**config.mk**
```make
export PLATFORM = sky130hd
export DESIGN_NAME = time_counter
export DESIGN_NICKNAME = d
export VERILOG_FILES = /design/src/rtl/time_counter.sv
export SDC_FILE = /design/constraint.sdc
export NUM_CORES = 1
export LEC_CHECK = 0
export CAP_MARGIN = 10
export CELL_PAD_IN_SITES_DETAIL_PLACEMENT = 1
export CELL_PAD_IN_SITES_GLOBAL_PLACEMENT = 2
export CORE_UTILIZATION = 28
export CTS_BUF_LIST = sky130_fd_sc_hd__clkbuf_8
export CTS_CLUSTER_SIZE = 28
export DETAILED_ROUTE_END_ITERATION = 16
export PLACE_DENSITY = 0.88
export RECOVER_POWER = 100
export SLEW_MARGIN = 20
export SYNTH_ARGS = -nofsm -noshare
export SYNTH_HDL_FRONTEND = slang
export SYNTH_SLANG_ARGS = --single-unit
```
**constraint.sdc**
```tcl
create_clock -name clk -period 2.09 [get_ports clk]
set_input_delay 0.418 -clock clk [delete_from_list [all_inputs] [get_ports clk]]
set_output_delay 0.418 -clock clk [all_outputs]
set_load 0.01 [all_outputs]
```
**src/rtl/time_counter.sv**
```systemverilog
`default_nettype none
// ============================================================================
// Module      : time_counter
// Description : Time-of-day counter; prescales clk to a one-second tick and
//               advances a cascaded hour:minute:second count with set mode.
// Revision    : 1.0 - initial release
// ============================================================================
module time_counter #(
    parameter int CLK_DIV = 4,
    parameter int HOUR    = 5,
    parameter int MINUTE  = 3,
    parameter int SECOND  = 21
) (
    input  logic       clk,
    input  logic       rst_n,
    input  logic       run,
    input  logic       set_mode,
    input  logic [2:0] signal_increase,
    input  logic [2:0] signal_decrease,
    output logic [7:0] cur_second,
    output logic [7:0] cur_minute,
    output logic [7:0] cur_hour,
    output logic       sec_tick,
    output logic       day_wrap
);

    localparam int               DIV_W      = (CLK_DIV > 1) ? $clog2(CLK_DIV) : 1;
    localparam logic [DIV_W-1:0] c_DIV_MAX  = DIV_W'(CLK_DIV - 1);
    localparam logic [DIV_W-1:0] c_DIV_ONE  = DIV_W'(1);
    localparam logic [7:0]       c_SEC_MAX  = 8'(SECOND - 1);
    localparam logic [7:0]       c_MIN_MAX  = 8'(MINUTE - 1);
    localparam logic [7:0]       c_HOUR_MAX = 8'(HOUR - 1);

    logic [DIV_W-1:0] r_div_cnt;
    logic             w_enable;
    logic             w_tick;
    logic             w_sec_wrap;
    logic             w_min_wrap;
    logic             w_hour_wrap;
    logic             w_day_wrap;
    logic [7:0]       w_sec_nxt;
    logic [7:0]       w_min_nxt;
    logic [7:0]       w_hour_nxt;

    function automatic logic [7:0] f_inc(input logic [7:0] v, input logic [7:0] max);
        return (v == max) ? 8'd0 : v + 8'd1;
    endfunction

    function automatic logic [7:0] f_dec(input logic [7:0] v, input logic [7:0] max);
        return (v == 8'd0) ? max : v - 8'd1;
    endfunction

    assign w_enable    = run & ~set_mode;
    assign w_tick      = w_enable && (r_div_cnt == c_DIV_MAX);
    assign w_sec_wrap  = (cur_second == c_SEC_MAX);
    assign w_min_wrap  = (cur_minute == c_MIN_MAX);
    assign w_hour_wrap = (cur_hour == c_HOUR_MAX);
    assign w_day_wrap  = w_tick & w_sec_wrap & w_min_wrap & w_hour_wrap;

    // Set-mode adjustments are per-field with no carry; increase beats decrease.
    always_comb begin
        w_sec_nxt  = cur_second;
        w_min_nxt  = cur_minute;
        w_hour_nxt = cur_hour;
        if (set_mode) begin
            if (|signal_increase) begin
                if (signal_increase[0]) w_sec_nxt  = f_inc(cur_second, c_SEC_MAX);
                if (signal_increase[1]) w_min_nxt  = f_inc(cur_minute, c_MIN_MAX);
                if (signal_increase[2]) w_hour_nxt = f_inc(cur_hour,   c_HOUR_MAX);
            end else begin
                if (signal_decrease[0]) w_sec_nxt  = f_dec(cur_second, c_SEC_MAX);
                if (signal_decrease[1]) w_min_nxt  = f_dec(cur_minute, c_MIN_MAX);
                if (signal_decrease[2]) w_hour_nxt = f_dec(cur_hour,   c_HOUR_MAX);
            end
        end else if (w_tick) begin
            w_sec_nxt = f_inc(cur_second, c_SEC_MAX);
            if (w_sec_wrap) begin
                w_min_nxt = f_inc(cur_minute, c_MIN_MAX);
                if (w_min_wrap) begin
                    w_hour_nxt = f_inc(cur_hour, c_HOUR_MAX);
                end
            end
        end
    end

    always_ff @(posedge clk) begin
        if (!rst_n) begin
            r_div_cnt  <= '0;
            cur_second <= 8'd0;
            cur_minute <= 8'd0;
            cur_hour   <= 8'd0;
            sec_tick   <= 1'b0;
            day_wrap   <= 1'b0;
        end else begin
            // Set mode parks the prescaler so the first tick after exit is a full period away.
            if (set_mode) begin
                r_div_cnt <= '0;
            end else if (run) begin
                r_div_cnt <= w_tick ? '0 : r_div_cnt + c_DIV_ONE;
            end
            cur_second <= w_sec_nxt;
            cur_minute <= w_min_nxt;
            cur_hour   <= w_hour_nxt;
            sec_tick   <= w_tick;
            day_wrap   <= w_day_wrap;
        end
    end

endmodule
`default_nettype wire

```
-- After elaboration in Yosys (flattened, before gate mapping)
Cells that the tools add are included.
Widths: inputs -> output; s select.
- register bits: 28
- bits of input ports: 10
- output and inout port bits: 26
- word-level logic and storage cells: 66
- $add $sub $neg: 7
- equal/unequal tests: 10
- muxes and demuxes: 25
- bitwise operators: 6
- reductions and logical operators: 12
- operators by type and width (cell ; count):
    $mux 8 ; 24
    $add 8x1->8 const B ; 3
    $logic_not 8->1 ; 3
    $sub 8x1->8 const B ; 3
    $ne 3x1->1 const B ; 3
    $ne 3x3->1 const B ; 3
    $eq 8x2->1 const B ; 1
    $eq 8x3->1 const B ; 1
    $eq 8x5->1 const B ; 1
    $reduce_bool 2->1 ; 3
    $reduce_and 5->1 ; 1
    $and 1x1->1 ; 4
    $reduce_and 4->1 ; 1
    $reduce_and 3->1 ; 1
    $reduce_or 3->1 ; 1
    $add 2x1->2 const B ; 1
    $eq 2x2->1 const B ; 1
    $mux 2 ; 1
    $not 1->1 ; 2
    $reduce_or 2->1 ; 1
    $logic_and 1x1->1 ; 1

-- Longest topological paths before layout
- depth in word-level cells: 6
- mapped depth: 7
- depth with buffers taken out: 7

-- Worst setup path after synthesis
OpenSTA, ideal clock, no wires.
- path kind: reg2reg
- from: register cur_minute[1]
- to: register cur_hour[3]
- library setup time: 0.070 ns
- data arrival time: 2.174 ns
- required time: 2.020 ns
- setup slack: -0.154 ns
- cell stages (with the launch flop): 7
- path buffers: 0
- clock period less this slack: 2.244 ns
- cell sequence: dfxtp_1 > ha_1 > or3b_2 > or2_4 > o31a_1 > or3_1 > a21oi_1
- longest elaborated chain between the ends: 3
- ends and longest elaborated chain (what ; RTL line ; source):
    from (decl) ; 21 ; output logic [7:0] cur_minute,
    from (signal assigned) ; 102 ; cur_minute <= w_min_nxt;
    $eq 8x2->1 ; 56 ; assign w_min_wrap = (cur_minute == c_MIN_MAX);
    $reduce_bool 2->1 (no source line) ; n/a ;
    $reduce_and 5->1 (no source line) ; n/a ;
    to (signal assigned) ; 103 ; cur_hour <= w_hour_nxt;
    to (decl) ; 22 ; output logic [7:0] cur_hour,
No other way between the ends.
A chain may end at the register's enable or synchronous reset.

-- Worst setup path in the final report
- from: register cur_minute[0]
- to: register cur_hour[3]
Same word-level chain as after synthesis.

==> results.sh <==
export IMPL_status="completed"
export IMPL_p_leak_nw=1.224
export IMPL_crit_path_start_kind="register"
export IMPL_total_power_mw=1.287
export IMPL_clockRootBuffer="clkbuf_8"
export IMPL_final_net_count=385
export IMPL_tightest_slew_ns=0.6390
export IMPL_ir_worst_vdd_uv=202.6
export IMPL_first_global_vias=2484
export IMPL_dieArea_mm2=0.007935
export IMPL_hp_start="cur_hour[6]"
export IMPL_drc=0
export IMPL_initial_core_util_pct=29.12
export IMPL_tns_ns=0
export IMPL_rows=31
export IMPL_post_route_util_pct=42.33
export IMPL_hold_class="register to register"
export IMPL_synth_seq_cells=28
export IMPL_cpMaxStageDelayCell="or3b_4"
export IMPL_fp_dieW_um=89.08
export IMPL_drv_slew=0
export IMPL_cts_buffers=3
export IMPL_totalWireLength_um=7455
export IMPL_cp_max_fo=4
export IMPL_rsz0062_at_grt="yes"
export IMPL_crit_path_max_incr_delay_ns=0.38
export IMPL_ff_latch_area_um2=569.3
export IMPL_synth_avg_cell_area_um2=7.424
export IMPL_crit_path_start="cur_minute[0]"
export IMPL_clockBufferDepth=2
export IMPL_numPortBuffers=35
export IMPL_hpwl_um=5766
export IMPL_cts_hold_buf=0
export IMPL_die_h_um=89.08
export IMPL_antenna_found_initial=0
export IMPL_drive_above_1_share_pct=22.19
export IMPL_reg2reg_depth=7
export IMPL_yosysWarnings=0
export IMPL_hold_viol_final=0
export IMPL_multi_input_area_mm2=0.001513
export IMPL_yosysSeqAreaShare_pct=26.40
export IMPL_synth_fp_nets=305
export IMPL_critPathRequiredTime_ns=2.32
export IMPL_r2r_start="cur_minute[0]"
export IMPL_r2r_end="cur_hour[3]"
export IMPL_synth_cells=286
export IMPL_htreeDepth=1
export IMPL_hold_end="cur_hour[6]"
export IMPL_core_area_mm2=0.007292
export IMPL_clkSinkCount=28
export IMPL_finalWeightedCongestion=0.8449
export IMPL_powerDensity_mw_per_mm2=416.9
export IMPL_drv_cap=0
export IMPL_path_cells="inv_4 > ha_4 > or3b_4 > or2_4 > o31a_1 > or3_4 > a21oi_2"
export IMPL_routed_via_density=5.405
export IMPL_grt_ovfl_total=0
export IMPL_grt_max_degree=16
export IMPL_clkLatencyLatePin_ns=0.29
export IMPL_fillCellCount=919
export IMPL_final_min_clock_period_ns=2.037
export IMPL_finClkSkew_ns=0.003888
export IMPL_cts_tree="yes"
export IMPL_syn_to_final_growth_pct=45.37
export IMPL_antennaDiodeCount=0
export IMPL_routedWlPerCell_um=16.07
export IMPL_max_freq_mhz=491.0
export IMPL_clk_pin_slew_worst_paths_ns=0.11
export IMPL_grt_use_total_pct=19.37
export IMPL_synthFlopType="dfxtp_1"
export IMPL_antenna_left=0
export IMPL_pin_count=36
export IMPL_cp_end_kind="register"
export IMPL_hold_path_depth=2
export IMPL_synth_edf_count=0
export IMPL_crit_type="register to register"
export IMPL_synthesis_area_mm2=0.002123
export IMPL_stdcell_count=464
export IMPL_arrival_ns=2.27
export IMPL_netlist_cell_type_count=55
export IMPL_fin_crit_sh_pct=97.46
export IMPL_setup_violations=0
export IMPL_first_pass_iters=4
export IMPL_r2r_setup_slack_ns=0.05
export IMPL_relSlewSlack_pct=57.40
export IMPL_vias=2508
export IMPL_dp_cells=455
export IMPL_async_flop_share_pct=0
export IMPL_initialDrtViolationCount=75
export IMPL_grt_pass1_wl_um=11990
## sequential cells by signal (all words and copies together), names as in the netlist
| signal | cells |
|---|---|
| day_wrap | 1 |
| r_div_cnt | 2 |
| cur_minute | 8 |
| cur_hour | 8 |
| cur_second | 8 |
| sec_tick | 1 |
## cell usage after synthesis (2+ instances only)
master	number	area (um^2)
clkbuf_1	15	56.30
o32a_1	2	20.02
dfxtp_1	28	560.5
a311oi_1	2	17.52
nand3_1	13	65.06
or4b_2	2	20.02
o21a_1	5	37.54
nand2_1	20	75.07
a211oi_1	5	37.54
a21o_1	2	15.01
a22o_1	2	17.52
mux2i_1	6	60.06
and2_1	4	25.02
nor2_1	22	82.58
nand2b_1	5	31.28
nor4_1	6	37.54
a21oi_1	26	130.1
or3_1	4	25.02
nand4_1	3	18.77
nand3b_1	3	22.52
inv_1	10	37.54
a32oi_1	4	35.03
o21ai_0	19	95.09
a221oi_1	2	17.52
nor3b_1	4	30.03
or4_1	2	15.01
xnor2_1	2	17.52
and3_1	7	43.79
o22ai_1	6	37.54
nor3_1	13	65.06
nor4b_1	2	17.52
o211ai_1	4	30.03
ha_1	9	112.6
a31oi_1	5	31.28
a22oi_1	2	15.01
## kinds of logic after synthesis
group,count (synthesis),synth area share (%)
and+or+nand+nor,114,28.70
buffers and inverters,28,5.362
muxes,6,2.829
xor gates and xnor gates,3,1.238
DFF,28,26.40
adders and majority gates,9,5.304
AOI/OAI and AO/OA,98,30.17
## metrics by stage
stage / area (um^2) / hold WS [ns] / worst slack (ns)
after floorplan: 2136 / 0.4646 / 0.01744
after global placement: 2938 / 0.4801 / -0.4813
after CTS: 3023 / 0.5435 / 0.01551
after detailed placement: 2938 / 0.5252 / -0.5388
after global routing: 3087 / 0.5687 / -0.01421
final: 3087 / 0.5359 / 0.05316
## repair_timing
item,CTS,global route
pin swaps,1,6
endpoints found under the setup margin,23,4
resized for setup,13,8
buffers inserted,0,5
## layout by cell type, fill, tap and decap left out, types with 5 or more instances in the layout
master / n
a31oi_1: 5
nor3_1: 12
and3_1: 7
a21oi_1: 24
o21ai_0: 18
nand2_1: 20
a211oi_1: 5
buf_4: 54
clkdlybuf4s50_1: 22
dlygate4sd3_1: 9
nor2_1: 22
mux2i_1: 6
nand2b_1: 5
dfxtp_1: 25
inv_1: 9
nand3_1: 13
ha_1: 7
o21a_1: 5
o22ai_1: 6
nor4_1: 6
## worst max path at each step
stage,to,slack [ns]
after floorplan,cur_hour[3],0.02
after global routing,cur_hour[5],-0.01
final,cur_hour[3],0.05
after CTS,cur_hour[3],0.02
after global placement,cur_hour[3],-0.48
after detailed placement,cur_hour[6],-0.54
## layout make-up
| cell class | instances | share of cell area (%) |
|---|---|---|
| multi-input cells | 230 | 49.01 |
| repair buffers | 93 | 25.78 |
| flip-flops and latches | 28 | 18.44 |
| well taps | 99 | 4.013 |
| clock buffers | 3 | 1.338 |
| inverters | 10 | 1.297 |
| clock inverters | 1 | 0.1216 |
## routing by layer
| metal | GRT usage, % | share of wire [%] |
|---|---|---|
| met4 | 4.762 | 1.3 |
| met3 | 1.847 | 2.3 |
| met1 | 25.21 | 46 |
| met2 | 34.35 | 50 |
| met5 | 0 | 0 |
## worst max-delay path, delay by kind of cell, from the launching register on
kind | cells | cell delay (ns)
buffers and inverters | 1 | 0.06
and+or+nand+nor | 3 | 0.98
adders and majority gates | 1 | 0.11
DFF | 1 | 0.37
AOI/OAI and AO/OA | 2 | 0.48
## where the power goes
part / total (mW) / leakage, nW / switching, mW / internal, mW
clock network: 0.328 / 0.0231 / 0.195 / 0.133
logic: 0.392 / 0.972 / 0.206 / 0.186
registers: 0.567 / 0.229 / 0.0191 / 0.548
total: 1.29 / 1.22 / 0.420 / 0.867
No activity file was read; power rests on OpenSTA's default activity.
==> patch 1 (same flow settings) <==
`CLK_DIV`: 4 -> 2.
--- a/src/rtl/time_counter.sv
+++ b/src/rtl/time_counter.sv
@@ -6,7 +6,7 @@
 // Revision    : 1.0 - initial release
 // ============================================================================
 module time_counter #(
-    parameter int CLK_DIV = 4,
+    parameter int CLK_DIV = 2,
     parameter int HOUR    = 5,
     parameter int MINUTE  = 3,
     parameter int SECOND  = 21
Behaviour: not the same (Yosys sat finds a counterexample within 4 cycles, from zero or initial values and one cycle with rst_n low).
==> patch 1 against the unedited design <==
Power increased by 0.94%. Largest cell class unchanged. Synthesized area increased by 2.7%. Critical path depth stayed put. Cell area is 1.1% higher. Maximum frequency rose by 0.82%. Die area rose by 2.6%. Critical path type unchanged. Sequential cell count fell by 1. Worst setup slack better by 0.017 ns. Wire length rose by 7.2%.
==> patch 1: results <==
group,metric,value,unit
routing,detail_route.vias_per_cell,5.631,
routing,detail_route.wirelength.met1,3.554,mm
global_routing,global_route_wire_length_before_repair,13.39,mm
routing,drt_iter0_drc,161,
cells_and_area,share_of_cells_above_drive_strength_1,25.84,%
critical_path,critical_path.max_stage_delay,0.52,ns
critical_path,arrival,2.22,ns
placed_design,place_area,2923,µm²
placed_design,place.detailed.hpwl,5.661,mm
critical_path,critical_path.startpoint,"cur_hour[0]",
critical_path,worst_path_max_delay_cell,"or4b_4",
synth,top_post_synthesis_cells_by_count,"29 x a21oi_1, 27 x dfxtp_1, 22 x o21ai_0, 20 x nand2_1, 19 x nor2_1",
min_path,timing.hold.worst.start,"cur_second[1]",
cells_and_area,multiInputCombCellCount,226,
routing,route.met2.wl,4.082,mm
power,power.switching,0.4389,mW
cells_and_area,sequential_cell_area,543.0,µm²
power,seq-power,0.545,mW
global_routing,overall_global_routing_resource_usage,20.09,%
routing,number_of_vias_in_the_routed_layout,2562,
status,result_of_the_run,"complete, no violations",
cells_and_area,final_net_count,375,
global_routing,groute.layer.met1.usage,25.03,%
cells_and_area,nonClkBufAreaFrac,25.22,%
power,pg_comb,0.419,mW
synth,synth.top_cells.by_area,"dfxtp_1 25%, a21oi_1 6.7%, o21ai_0 5.1%",
sta,clock_skew,0.008376,ns
placed_design,place.gp.congestion,0.8365,
cells_and_area,n_all_buffers,89,
placed_design,placed_cells_incl_taps,441,
cells_and_area,area_of_the_multi_input_gates,1582,µm²
power,leakage,1.226,nW
cells_and_area,clkCellAreaFrac,1.443,%
power,vdd.ir_drop.worst,251.1,µV
global_routing,grt_pass1_vias,2672,
## patch 1: tightest hold or removal path, delay by kind of cell, from the launching register on
| kind | cells | cell delay (ns) |
|---|---|---|
| flops | 1 | 0.34 |
| buf+inv | 1 | 0.07 |
| compound gates | 1 | 0.06 |
## patch 1: cell families (layout without fill, tap and decap cells)
logic type                 count (synthesis)  after routing  share of synthesized area, %
buffers and inverters                     28            103                         6.486
xor gates and xnor gates                   1              1                        0.4019
adders and majority gates                  8              8                         4.593
muxes                                      4              4                         1.894
DFF                                       27             27                         24.80
and+or+nand+nor                          113            113                         30.83
AOI/OAI and AO/OA                        100            100                         31.00
## patch 1: repair_timing
action	in CTS	in global routing
gates resized for setup	18	17
pin swaps	9	5
hold endpoints to repair	0	0
setup buffers	7	3
endpoints found under the setup margin	12	13
## patch 1: worst paths after layout
kind,to,slack [ns],cells past startpoint
worst min-delay path,cur_second[1],0.50,2
worst max-delay path,cur_hour[2],0.07,7
worst min register to register,cur_second[1],0.50,2
worst max register to register,cur_hour[2],0.07,7
==> patch 2 (same settings) <==
Made on the original files. Register the output `cur_hour` once more; this adds one clock of latency there. The other outputs are not delayed to match.
--- a/src/rtl/time_counter.sv
+++ b/src/rtl/time_counter.sv
@@ -31,6 +31,8 @@
     localparam logic [7:0]       c_MIN_MAX  = 8'(MINUTE - 1);
     localparam logic [7:0]       c_HOUR_MAX = 8'(HOUR - 1);
 
+    logic [7:0] cur_hour_s0;
+
     logic [DIV_W-1:0] r_div_cnt;
     logic             w_enable;
     logic             w_tick;
@@ -54,30 +56,30 @@
     assign w_tick      = w_enable && (r_div_cnt == c_DIV_MAX);
     assign w_sec_wrap  = (cur_second == c_SEC_MAX);
     assign w_min_wrap  = (cur_minute == c_MIN_MAX);
-    assign w_hour_wrap = (cur_hour == c_HOUR_MAX);
+    assign w_hour_wrap = (cur_hour_s0 == c_HOUR_MAX);
     assign w_day_wrap  = w_tick & w_sec_wrap & w_min_wrap & w_hour_wrap;
 
     // Set-mode adjustments are per-field with no carry; increase beats decrease.
     always_comb begin
         w_sec_nxt  = cur_second;
         w_min_nxt  = cur_minute;
-        w_hour_nxt = cur_hour;
+        w_hour_nxt = cur_hour_s0;
         if (set_mode) begin
             if (|signal_increase) begin
                 if (signal_increase[0]) w_sec_nxt  = f_inc(cur_second, c_SEC_MAX);
                 if (signal_increase[1]) w_min_nxt  = f_inc(cur_minute, c_MIN_MAX);
-                if (signal_increase[2]) w_hour_nxt = f_inc(cur_hour,   c_HOUR_MAX);
+                if (signal_increase[2]) w_hour_nxt = f_inc(cur_hour_s0,   c_HOUR_MAX);
             end else begin
                 if (signal_decrease[0]) w_sec_nxt  = f_dec(cur_second, c_SEC_MAX);
                 if (signal_decrease[1]) w_min_nxt  = f_dec(cur_minute, c_MIN_MAX);
-                if (signal_decrease[2]) w_hour_nxt = f_dec(cur_hour,   c_HOUR_MAX);
+                if (signal_decrease[2]) w_hour_nxt = f_dec(cur_hour_s0,   c_HOUR_MAX);
             end
         end else if (w_tick) begin
             w_sec_nxt = f_inc(cur_second, c_SEC_MAX);
             if (w_sec_wrap) begin
                 w_min_nxt = f_inc(cur_minute, c_MIN_MAX);
                 if (w_min_wrap) begin
-                    w_hour_nxt = f_inc(cur_hour, c_HOUR_MAX);
+                    w_hour_nxt = f_inc(cur_hour_s0, c_HOUR_MAX);
                 end
             end
         end
@@ -88,7 +90,7 @@
             r_div_cnt  <= '0;
             cur_second <= 8'd0;
             cur_minute <= 8'd0;
-            cur_hour   <= 8'd0;
+            cur_hour_s0 <= 8'd0;
             sec_tick   <= 1'b0;
             day_wrap   <= 1'b0;
         end else begin
@@ -100,12 +102,16 @@
             end
             cur_second <= w_sec_nxt;
             cur_minute <= w_min_nxt;
-            cur_hour   <= w_hour_nxt;
+            cur_hour_s0 <= w_hour_nxt;
             sec_tick   <= w_tick;
             day_wrap   <= w_day_wrap;
         end
     end
 
+    always_ff @(posedge clk) begin
+        cur_hour <= cur_hour_s0;
+    end
+
 endmodule
 `default_nettype wire
 
Behaviour: not the same (Yosys sat finds a counterexample within 4 cycles, from zero or initial values and one cycle with rst_n low).
==> patch 2 against the unedited design <==
Global-route usage fell by 0.055 points. The flow now finishes with violations (setup timing). Synthesized area up 10%. Sequential cell count up 8. Non-clock buffer count increased by 2. Largest power group unchanged. Largest cell class unchanged. Highest routed layer unchanged. Via count is 6.5% higher. Wire length grew 11%. Worst setup slack lost 0.055 ns. Power grew 39%. Critical endpoint is now cur_hour_s0[5]. Cell area up 8.6%.
==> patch 2: results <==
group,metric,value,unit
sta,slew_headroom,63.13,%
global_routing,grt_start_max_net_pins,23,
power,power.switching,0.5271,mW
cts,cts-htree-levels,2,
global_routing,met3_usage,2.927,%
synth,synth.yosys.seq_area_share,30.84,%
min_path,worstHoldPathType,"flop to flop",
global_routing,global_route_wire_length_before_repair,13.37,mm
synth,top_post_synthesis_cells_by_count,"36 x dfxtp_1, 30 x a21oi_1, 28 x nor2_1, 18 x o21ai_0, 17 x nand2_1",
sta,setup_viol_count_final,1,
cells_and_area,diodes_inserted,0,
synth,yosys_warnings,0,
synth,synth.top_cells.by_area,"dfxtp_1 31%, a21oi_1 6.4%, ha_1 4.8%",
global_routing,grt.met2_usage,34.50,%
synth,mappedNetlistNets,309,
routing,drt_iter0_drc,77,
critical_path,cp_top_family,"compound AO/OA/AOI/OAI gates",
routing,firstDrtPassIters,4,
synth,synth.lib_cells_used.distinct,60,
synth,post_synth_xor_area_fraction,0,%
global_routing,grt_pass1_vias,2760,
status,result_of_the_run,"finished, violations left",
sta,totalNegativeSetupSlack,-0.001371,ns
placed_design,place.detailed.hpwl,5.939,mm
cells_and_area,share_of_cells_above_drive_strength_1,23.22,%
placed_design,portBuffers,35,
status,failed_checks,"setup timing",
power,vdd.ir_drop.worst,231.5,µV
sta,setup_ws,-0.001371,ns
critical_path,worst_path_max_delay_cell,"o32ai_1",
critical_path,critical_path.max_fanout,5,
power,leakage,1.358,nW
synth,synth_compound_gate_area_share,29.01,%
global_routing,groute.layer.met1.usage,23.67,%
cts,path_clk_slew,0.08,ns
placed_design,dp_worst_setup_slack,-0.3715,ns
placed_design,place.gp.congestion,0.8877,
routing,total_routed_wirelength,8.261,mm
global_routing,grt_antenna_before_repair,0,
cts,tritoncts.num_buffers,5,
critical_path,arrival,2.27,ns
synth,synth-adder-area-share,4.818,%
global_routing,overall_global_routing_resource_usage,19.32,%
synth,post_synth_mux_area_share,2.141,%
sta,clock_skew,0.007248,ns
routing,detail_route.vias_per_cell,5.551,
cells_and_area,final_net_count,397,
patch 2: cell count changes after synthesis, moves of 4 or more:
cell	change
a21oi_1	+4
nor2_1	+6
clkbuf_1	-8
o22ai_1	-6
dfxtp_1	+8
buf_2	+5
nor3_1	-7
o21a_1	-4
o32ai_1	+4
patch 2: through the flow:
stage	instances	cell area, µm²	utilization [%]
after global placement	468	3179	40.31
after floorplan	290	2337	-
after global routing	481	3352	42.50
final	481	3352	42.50
after detailed placement	468	3179	40.31
after CTS	479	3331	42.23
patch 2: final cells by class:
| class | count | area [µm²] |
|---|---|---|
| multi-input cells | 229 | 1550 |
| clock inverters | 3 | 42.54 |
| well taps | 102 | 127.6 |
| fillers | 959 | 4536 |
| clock buffers | 5 | 68.82 |
| inverters | 11 | 41.29 |
| flip-flops and latches | 36 | 720.7 |
| repair buffers | 95 | 800.8 |
patch 2: power by group through the flow:
| stage | Sequential (mW) | Combinational, mW | Clock [mW] |
|---|---|---|---|
| 6_report | 0.726 | 0.427 | 0.634 |
| 5_1_grt | 0.730 | 0.462 | 0.686 |
| 4_1_cts | 0.727 | 0.424 | 0.646 |
| 3_5_place_dp | 0.743 | 0.413 | 0 |
| 3_3_place_gp | 0.742 | 0.400 | 0 |
| 2_1_floorplan | 0.752 | 0.199 | 0 |
patch 2: path summary, 6_finish.rpt:
check / startpoint / endpoint / slack [ns] / cells past startpoint
max: cur_second[0] / cur_hour_s0[5] / -0.001 / 8
min: cur_hour_s0[6] / cur_hour[6] / 0.40 / 0
max reg2reg: cur_second[0] / cur_hour_s0[5] / -0.001 / 8
min reg2reg: cur_hour_s0[6] / cur_hour[6] / 0.40 / 0
patch 2: cell families (layout without fill, tap and decap cells):
logic type,after synthesis,after routing
buffers and inverters,26,114
flip-flops,36,36
AND/OR/NAND/NOR,116,117
multiplexers,5,5
adder cells (fa/ha/maj),9,9
AO/OA/AOI/OAI,98,98
patch 2: metal layers:
metal | vias up | part of all wire (%)
met5 | - | 0
met4 | 0 | 1.4
met3 | 12 | 2.8
met2 | 41 | 52
met1 | 1330 | 44
li1 | 1287 | -
patch 2: what timing repair did:
item	in CTS	in global routing
pin swaps	3	3
setup endpoints to repair	11	13
resized for setup	11	7
cloned	0	1
buffers inserted	3	1
